$ cat config.mk
export PLATFORM = sky130hd
export DESIGN_NAME = fetch_seq_ctrl_flat
export DESIGN_NICKNAME = d
export VERILOG_FILES = /design/src/rtl/fetch_seq_ctrl_if.sv /design/src/rtl/fetch_seq_ctrl.sv /design/src/flat_wrapper.sv
export SDC_FILE = /design/constraint.sdc
export NUM_CORES = 1
export LEC_CHECK = 0
export ABC_AREA = 1
export CAP_MARGIN = 15
export CORE_MARGIN = 4
export CORE_UTILIZATION = 46
export CTS_BUF_LIST = sky130_fd_sc_hd__clkbuf_16
export DETAILED_ROUTE_END_ITERATION = 10
export GPL_TIMING_DRIVEN = 0
export PLACE_DENSITY = 0.82
export SLEW_MARGIN = 15
export SYNTH_ARGS = -nofsm -noshare
export SYNTH_HDL_FRONTEND = slang
export SYNTH_SLANG_ARGS = --single-unit
$ cat constraint.sdc
create_clock -name clk -period 3.02 [get_ports clk]
set_clock_uncertainty 0.1 [all_clocks]
set_input_delay 0.604 -clock clk [delete_from_list [all_inputs] [get_ports clk]]
set_output_delay 0.604 -clock clk [all_outputs]
set_load 0.005 [all_outputs]
$ cat src/rtl/fetch_seq_ctrl_if.sv
// Fetch sequencer bus interface: groups the i-MMU translate and icache read
// handshakes. The master modport is the sequencer side; slave is the MMU/icache side.
interface fetch_seq_ctrl_if #(
    parameter int XLEN = 32
);
    logic            mmu_req_o;
    logic [XLEN-1:0] mmu_vaddr_o;
    logic            mmu_hit_i;
    logic [XLEN-1:0] mmu_paddr_i;
    logic            mmu_fault_i;
    logic            icache_req_o;
    logic [XLEN-1:0] icache_addr_o;
    logic            icache_ack_i;

    modport master (
        output mmu_req_o,
        output mmu_vaddr_o,
        input  mmu_hit_i,
        input  mmu_paddr_i,
        input  mmu_fault_i,
        output icache_req_o,
        output icache_addr_o,
        input  icache_ack_i
    );

    modport slave (
        input  mmu_req_o,
        input  mmu_vaddr_o,
        output mmu_hit_i,
        output mmu_paddr_i,
        output mmu_fault_i,
        input  icache_req_o,
        input  icache_addr_o,
        output icache_ack_i
    );
endinterface

$ cat src/rtl/fetch_seq_ctrl.sv
// Instruction prefetch sequencer: owns the fetch address, runs one
// translate + icache read at a time and tracks prefetch FIFO occupancy.
// Optional build macro FETCH_SEQ_PERF_EN adds saturating drop/stall counters.
//
// state  | meaning
// -------+-------------------------------------------------------------
// IDLE   | no request; waits for fetch_en_i and FIFO space
// XLATE  | translation requested for the current fetch address
// REQ    | icache read of the latched physical address outstanding
// DRAIN  | redirected while reading; the pending ack is swallowed
// FAULT  | translation faulted; parked until a redirect
module fetch_seq_ctrl #(
    parameter int              XLEN       = 32,
    parameter int              FIFO_DEPTH = 2,
    parameter logic [XLEN-1:0] RESET_PC   = '0,
    localparam int             OCC_W      = $clog2(FIFO_DEPTH + 1)
) (
    input  logic                 clk,
    input  logic                 rst,
    input  logic                 fetch_en_i,
    input  logic                 redirect_i,
    input  logic [XLEN-1:0]      redirect_pc_i,
    input  logic                 pop_i,
    fetch_seq_ctrl_if.master     bus,
    output logic                 push_o,
    output logic [OCC_W-1:0]     occ_o,
    output logic                 fault_o,
    output logic                 busy_o
`ifdef FETCH_SEQ_PERF_EN
    ,
    output logic [31:0]          drop_cnt_o,
    output logic [31:0]          stall_cnt_o
`endif
);

    localparam logic [2:0] S_IDLE  = 3'd0;
    localparam logic [2:0] S_XLATE = 3'd1;
    localparam logic [2:0] S_REQ   = 3'd2;
    localparam logic [2:0] S_DRAIN = 3'd3;
    localparam logic [2:0] S_FAULT = 3'd4;

    localparam logic [XLEN-1:0]  RESET_ADDR = {RESET_PC[XLEN-1:2], 2'b00};
    localparam logic [OCC_W-1:0] DEPTH_C    = OCC_W'(FIFO_DEPTH);

    logic [2:0]       r_state;
    logic [2:0]       w_state_next;
    logic [XLEN-1:0]  r_fetch_addr;
    logic [XLEN-1:0]  w_fetch_addr_next;
    logic [XLEN-1:0]  r_paddr;
    logic [XLEN-1:0]  w_redirect_addr;
    logic [OCC_W-1:0] r_occ;
    logic [OCC_W-1:0] w_occ_next;
    logic             w_ack;
    logic             w_push;
    logic             w_pop_eff;
    logic             w_space;
    logic             w_drop;
    logic             w_unused_pc_lsbs;

    assign w_ack            = bus.icache_ack_i;
    assign w_redirect_addr  = {redirect_pc_i[XLEN-1:2], 2'b00};
    assign w_unused_pc_lsbs = ^redirect_pc_i[1:0];

    // A word is pushed only when a live read is acked; a coincident redirect makes it stale.
    assign w_push    = (r_state == S_REQ) && w_ack && !redirect_i;
    assign w_drop    = w_ack && ((r_state == S_DRAIN) || ((r_state == S_REQ) && redirect_i));
    assign w_pop_eff = pop_i && (r_occ != '0);
    assign w_space   = (w_occ_next < DEPTH_C);

    // Occupancy: push/pop net out, pops on empty are ignored, redirect empties the FIFO.
    always_comb begin
        w_occ_next = r_occ;
        if (redirect_i) begin
            w_occ_next = '0;
        end else if (w_push && !w_pop_eff) begin
            w_occ_next = r_occ + OCC_W'(1);
        end else if (!w_push && w_pop_eff) begin
            w_occ_next = r_occ - OCC_W'(1);
        end
    end

    // Fetch address: redirect reloads it aligned, each pushed word advances it (wrapping).
    always_comb begin
        w_fetch_addr_next = r_fetch_addr;
        if (redirect_i) begin
            w_fetch_addr_next = w_redirect_addr;
        end else if (w_push) begin
            w_fetch_addr_next = r_fetch_addr + XLEN'(4);
        end
    end

    // Next-state logic; redirect never abandons an outstanding icache request.
    always_comb begin
        w_state_next = r_state;
        case (r_state)
            S_IDLE: begin
                if (fetch_en_i && w_space && !redirect_i) begin
                    w_state_next = S_XLATE;
                end
            end
            S_XLATE: begin
                if (redirect_i) begin
                    w_state_next = S_IDLE;
                end else if (bus.mmu_fault_i) begin
                    w_state_next = S_FAULT;
                end else if (bus.mmu_hit_i) begin
                    w_state_next = S_REQ;
                end
            end
            S_REQ: begin
                if (redirect_i) begin
                    w_state_next = w_ack ? S_XLATE : S_DRAIN;
                end else if (w_ack) begin
                    w_state_next = (fetch_en_i && w_space) ? S_XLATE : S_IDLE;
                end
            end
            S_DRAIN: begin
                if (w_ack) begin
                    w_state_next = (redirect_i || fetch_en_i) ? S_XLATE : S_IDLE;
                end
            end
            S_FAULT: begin
                if (redirect_i) begin
                    w_state_next = S_IDLE;
                end
            end
            default: w_state_next = S_IDLE;
        endcase
    end

    // State, address, occupancy and translated-address registers.
    always_ff @(posedge clk or posedge rst) begin
        if (rst) begin
            r_state      <= S_IDLE;
            r_fetch_addr <= RESET_ADDR;
            r_occ        <= '0;
            r_paddr      <= '0;
        end else begin
            r_state      <= w_state_next;
            r_fetch_addr <= w_fetch_addr_next;
            r_occ        <= w_occ_next;
            if ((r_state == S_XLATE) && bus.mmu_hit_i && !bus.mmu_fault_i && !redirect_i) begin
                r_paddr <= bus.mmu_paddr_i;
            end
        end
    end

    assign bus.mmu_req_o     = (r_state == S_XLATE);
    assign bus.mmu_vaddr_o   = (r_state == S_XLATE) ? r_fetch_addr : '0;
    assign bus.icache_req_o  = (r_state == S_REQ) || (r_state == S_DRAIN);
    assign bus.icache_addr_o = r_paddr;
    assign push_o            = w_push;
    assign occ_o             = r_occ;
    assign fault_o           = (r_state == S_FAULT);
    assign busy_o            = (r_state != S_IDLE);

`ifdef FETCH_SEQ_PERF_EN
    logic [31:0] r_drop_cnt;
    logic [31:0] r_stall_cnt;

    // Saturating event counters; only reset clears them.
    always_ff @(posedge clk or posedge rst) begin
        if (rst) begin
            r_drop_cnt  <= '0;
            r_stall_cnt <= '0;
        end else begin
            if (w_drop && (r_drop_cnt != '1)) begin
                r_drop_cnt <= r_drop_cnt + 32'd1;
            end
            if (fetch_en_i && !w_space && (r_stall_cnt != '1)) begin
                r_stall_cnt <= r_stall_cnt + 32'd1;
            end
        end
    end

    assign drop_cnt_o  = r_drop_cnt;
    assign stall_cnt_o = r_stall_cnt;
`else
    logic w_unused_drop;
    assign w_unused_drop = w_drop;
`endif

endmodule

$ cat src/flat_wrapper.sv
// flat-port wrapper written by rule: the top's interface ports become plain ports
module fetch_seq_ctrl_flat 
#(
    parameter int              XLEN       = 32,
    parameter int              FIFO_DEPTH = 2,
    parameter logic [XLEN-1:0] RESET_PC   = '0,
    localparam int             OCC_W      = $clog2(FIFO_DEPTH + 1)
)
  (clk, rst, fetch_en_i, redirect_i, redirect_pc_i, pop_i, push_o, occ_o, fault_o, busy_o, bus_mmu_req_o, bus_mmu_vaddr_o, bus_mmu_hit_i, bus_mmu_paddr_i, bus_mmu_fault_i, bus_icache_req_o, bus_icache_addr_o, bus_icache_ack_i);
  fetch_seq_ctrl_if #(.XLEN(XLEN)) bus_i ();
  input  logic clk;
  input  logic rst;
  input  logic fetch_en_i;
  input  logic redirect_i;
  input  logic [XLEN-1:0] redirect_pc_i;
  input  logic pop_i;
  output logic push_o;
  output logic [OCC_W-1:0] occ_o;
  output logic fault_o;
  output logic busy_o;
  output wire logic [$bits(bus_i.mmu_req_o)-1:0] bus_mmu_req_o;
  output wire logic [$bits(bus_i.mmu_vaddr_o)-1:0] bus_mmu_vaddr_o;
  input wire logic [$bits(bus_i.mmu_hit_i)-1:0] bus_mmu_hit_i;
  input wire logic [$bits(bus_i.mmu_paddr_i)-1:0] bus_mmu_paddr_i;
  input wire logic [$bits(bus_i.mmu_fault_i)-1:0] bus_mmu_fault_i;
  output wire logic [$bits(bus_i.icache_req_o)-1:0] bus_icache_req_o;
  output wire logic [$bits(bus_i.icache_addr_o)-1:0] bus_icache_addr_o;
  input wire logic [$bits(bus_i.icache_ack_i)-1:0] bus_icache_ack_i;
  assign bus_mmu_req_o = bus_i.mmu_req_o;
  assign bus_mmu_vaddr_o = bus_i.mmu_vaddr_o;
  assign bus_i.mmu_hit_i = bus_mmu_hit_i;
  assign bus_i.mmu_paddr_i = bus_mmu_paddr_i;
  assign bus_i.mmu_fault_i = bus_mmu_fault_i;
  assign bus_icache_req_o = bus_i.icache_req_o;
  assign bus_icache_addr_o = bus_i.icache_addr_o;
  assign bus_i.icache_ack_i = bus_icache_ack_i;
  fetch_seq_ctrl #(.XLEN(XLEN), .FIFO_DEPTH(FIFO_DEPTH), .RESET_PC(RESET_PC)) u_core (.clk(clk), .rst(rst), .fetch_en_i(fetch_en_i), .redirect_i(redirect_i), .redirect_pc_i(redirect_pc_i), .pop_i(pop_i), .bus(bus_i), .push_o(push_o), .occ_o(occ_o), .fault_o(fault_o), .busy_o(busy_o));
endmodule
==> metrics.md <==
| Metric | Value |
|---|---|
| Final ANT Viol Nets | 0 |
| Finished Core Util | 0.7026 |
| Sw frac | 0.3169 |
| DR vias/cell | 5.274 |
| Post-CTS resize count | 0 |
| Final Hold Fails | 0 |
| Final min period | 2.924 ns |
| First-pass GRT wire length | 19.73 mm |
| Endpoint class of the critical path | output port |
| Critical path cell sequence | clkdlybuf4s50_1, nand4_2, buf_6, inv_6, buf_6, clkdlybuf4s50_1 |
| RSZ-0062 raised after global routing | false |
| Clock sinks | 67 |
| Worst Hold Launch | u_core.r_fetch_addr[30] |
| Post-synth ARST share | 1.000 |
| Cts bufs inserted | 9 |
| Synth Instances | 476 |
| DRT Wirelength | 12.25 mm |
| Slew @ Worst Pin | 0.5999 ns |
| Post-synth EDFFs | 0 |
| Worst Path Max Fanout | 10 |
| Num ports | 143 |
| CP top delay family | buffers and inverters |
| Tcrit/Tclk final | 0.9683 |
| Synth area leaders | dfrtp_1 (41%), mux2_4 (11%), nand2_1 (10%), inv_1 (5.6%), nor2_1 (5.0%) |
| Hold_buf cts | 0 |
| Die extent in x | 101.7 um |
| Gpl congestion | 0.9132 |
| Slowest stage delay, CP | 0.51 ns |
| Die height | 101.7 um |
| Clock share of power | 0.247 |
| Max VDD drop | 0.4286 mV |
| Total die area | 0.01035 mm2 |
| Setup WS post-layout | 0.09575 ns |
| Combinational share of power | 0.437 |
| Inserted Diodes | 0 |
| Post-CTS Setup Repair Bufs | 0 |
| Cell area after synthesis | 0.004040 mm2 |
| Total gr overflow | 0 |
| Global-route total usage across every layer | 0.2447 |
| Pwr/cell area | 769.4 mW/mm2 |
| TritonCTS clock tree | built |
| Critical setup path kind | in -> out |
| Critical path buffers and inverters | 5 |
| Worst hold-check path type | reg -> reg |
| Remaining DRCs | 0 |
| Nets | 700 |
| Synth-to-layout area growth | 45.77% |
| Fin. max-slew vios | 0 |
| Vias | 3,882 |
| Crit path required time | 2.32 ns |
| Initial DRC Count | 219 |
| R2R Setup Slk | 0.94 ns |
| Power share of the sequential group | 0.316 |
| Sequential area share after synthesis | 0.4150 |
| # rows | 33 |
| FF-to-FF Start | u_core.r_fetch_addr[2] |
| Worst skew pair latency | 0.33 ns |
| Sw power | 1.436 mW |
| Power Total | 4.531 mW |
| Layout cell share with drive strength beyond 1 | 0.1474 |
| Wirelength per Cell | 16.65 um |
| Area occupied by multi-input gates | 0.002013 mm2 |
| F_max | 342.0 MHz |
| Worst r2r path cells | 11 |
| Clk pin slew, worst setup/hold paths | 0.06 ns |
| Filler Cells Inserted | 679 |
| Cell variety after synth | 37 |
| Max Cap Violations | 0 |
| Syn_area_per_cell | 8.488 um2 |
| Reg2reg end | u_core.r_fetch_addr[26] |
| Worst slew margin | 0.6001 |
| Pin count of the biggest net entering global routing | 41 |
| Area leader, netlist | dfrtp_1 |
| Hold Path Stages | 2 |
| Worst Setup SP | bus_icache_ack_i |
| Drt first pass iters | 5 |
| Share of the synthesized area in the top cell type | 0.4150 |
| Setup slack at placement | 0.09191 ns |
| Deepest clock path buffer count | 2 |
| Slowest CP cell | clkdlybuf4s50_1 |
| WP data arrival | 2.22 ns |
| Hold Path End | u_core.r_fetch_addr[30] |
| CP startpoint kind | input port |
| Vias in the first global route | 4,053 |
| Post-DP HPWL | 9.451 mm |
| H-tree depth | 3 |
| Root Buffer | clkbuf_16 |
| Core area | 0.008382 mm2 |
| Most used DFF post-synth | dfrtp_1 |
| FF+latch count, synth | 67 |
| Initial antenna violation count | 0 |
| Internal | 3.095 mW |
| Final setup vio count | 0 |
| IO Port Bufs | 137 |
| Cell leakage power | 2.716 nW |
| Most frequent cell after synthesis | nand2_1 |
| Commonest cells post-synth | nand2_1 (109), dfrtp_1 (67), inv_1 (60), nor2_1 (54), nand3_1 (31) |
| Starting Density | 0.4820 |
| Status | finished clean |
| Number of synthesis warnings | 0 |
| Seq. cell area | 0.001677 mm2 |
[how the worst max path moves through the flow]
stage                                             end  slack (ns)  cells past startpoint
after floorplan           u_core.bus.icache_addr_o[0]        0.63                      1
after global placement        u_core.r_fetch_addr[14]       -0.52                      2
after detailed placement                       push_o        0.09                      6
after CTS                          bus_mmu_vaddr_o[8]        0.04                      5
after global routing                           push_o        0.03                      6
final                                          push_o         0.1                      6
[cell type report]
cell class                      count  area share
Clock buffer                        9     0.03824
Inverter                           63     0.04143
Buffer                             17     0.01976
Tap cell                          105     0.02231
Clock inverter                      7     0.01551
Sequential cell                    67      0.2847
Multi-Input combinational cell    330      0.3418
Timing Repair Buffer              138      0.2362
[flip-flops by register name (all words and copies together), names as in the netlist]
signal                    cells
u_core.bus.icache_addr_o     32
u_core.r_fetch_addr          30
u_core.r_state                3
u_core.occ_o                  2
[power groups by stage]
stage               clock [mW]  sequential (mW)  combinational (mW)
finish                    1.12             1.43                1.98
global route              1.16             1.47                2.15
CTS                       1.12             1.43                1.99
detailed placement           0             1.43                1.97
global placement             0             1.42                1.92
floorplan                    0             1.41               0.914
[per-stage QoR]
stage / hold slack [ns] / std cells / setup TNS, ns / cell area (um2)
finish: 0.4017 / 736 / 0 / 5889
detailed placement: 0.3905 / 720 / 0 / 5569
floorplan: 0.3651 / 477 / 0 / 4044
global placement: 0.3837 / 719 / -34.60 / 5547
CTS: 0.4052 / 736 / 0 / 5886
global route: 0.4256 / 736 / 0 / 5889
[layout by cell type (no fill, tap or decap), types with 5 or more instances in the layout]
| master | instances |
|---|---|
| clkdlybuf4s50_1 | 137 |
| nand2_1 | 109 |
| dfrtp_1 | 67 |
| inv_1 | 59 |
| nor2_1 | 54 |
| nand3_1 | 31 |
| mux2_4 | 30 |
| xor2_1 | 18 |
| nor3_1 | 14 |
| clkbuf_16 | 9 |
| o211ai_1 | 8 |
| o21ai_0 | 7 |
| o221ai_1 | 7 |
| nand4_1 | 7 |
| nand3_2 | 6 |
| nor2_2 | 6 |
| nand2_2 | 6 |
| buf_6 | 5 |
[layer usage]
| metal | track usage | up-vias | routed length, um |
|---|---|---|---|
| met5 | 0 | - | 0 |
| met4 | 0.07260 | 0 | 216 |
| met3 | 0.06612 | 18 | 1226 |
| met2 | 0.4240 | 194 | 5981 |
| met1 | 0.2977 | 1832 | 4829 |
| li1 | - | 1838 | - |
[tightest hold or removal path: stages (launching register included)]
cell,delay (ns)
dfrtp_1,0.34
nand2_1,0.06
nand3_1,0.07
[cells by family (layout without fill, tap and decap cells)]
| family | after synthesis | in the layout | share of synthesized area |
|---|---|---|---|
| and+or+nand+nor | 244 | 244 | 0.2784 |
| buffers and inverters | 80 | 234 | 0.08764 |
| DFF | 67 | 67 | 0.4150 |
| AOI/OAI and AO/OA | 32 | 32 | 0.05574 |
| muxes | 32 | 32 | 0.1171 |
| xor gates and xnor gates | 18 | 18 | 0.03902 |
| adders and majority gates | 2 | 2 | 0.006193 |
| other | 1 | 2 | 0.0009282 |
No activity file was read; power rests on OpenSTA's default activity.
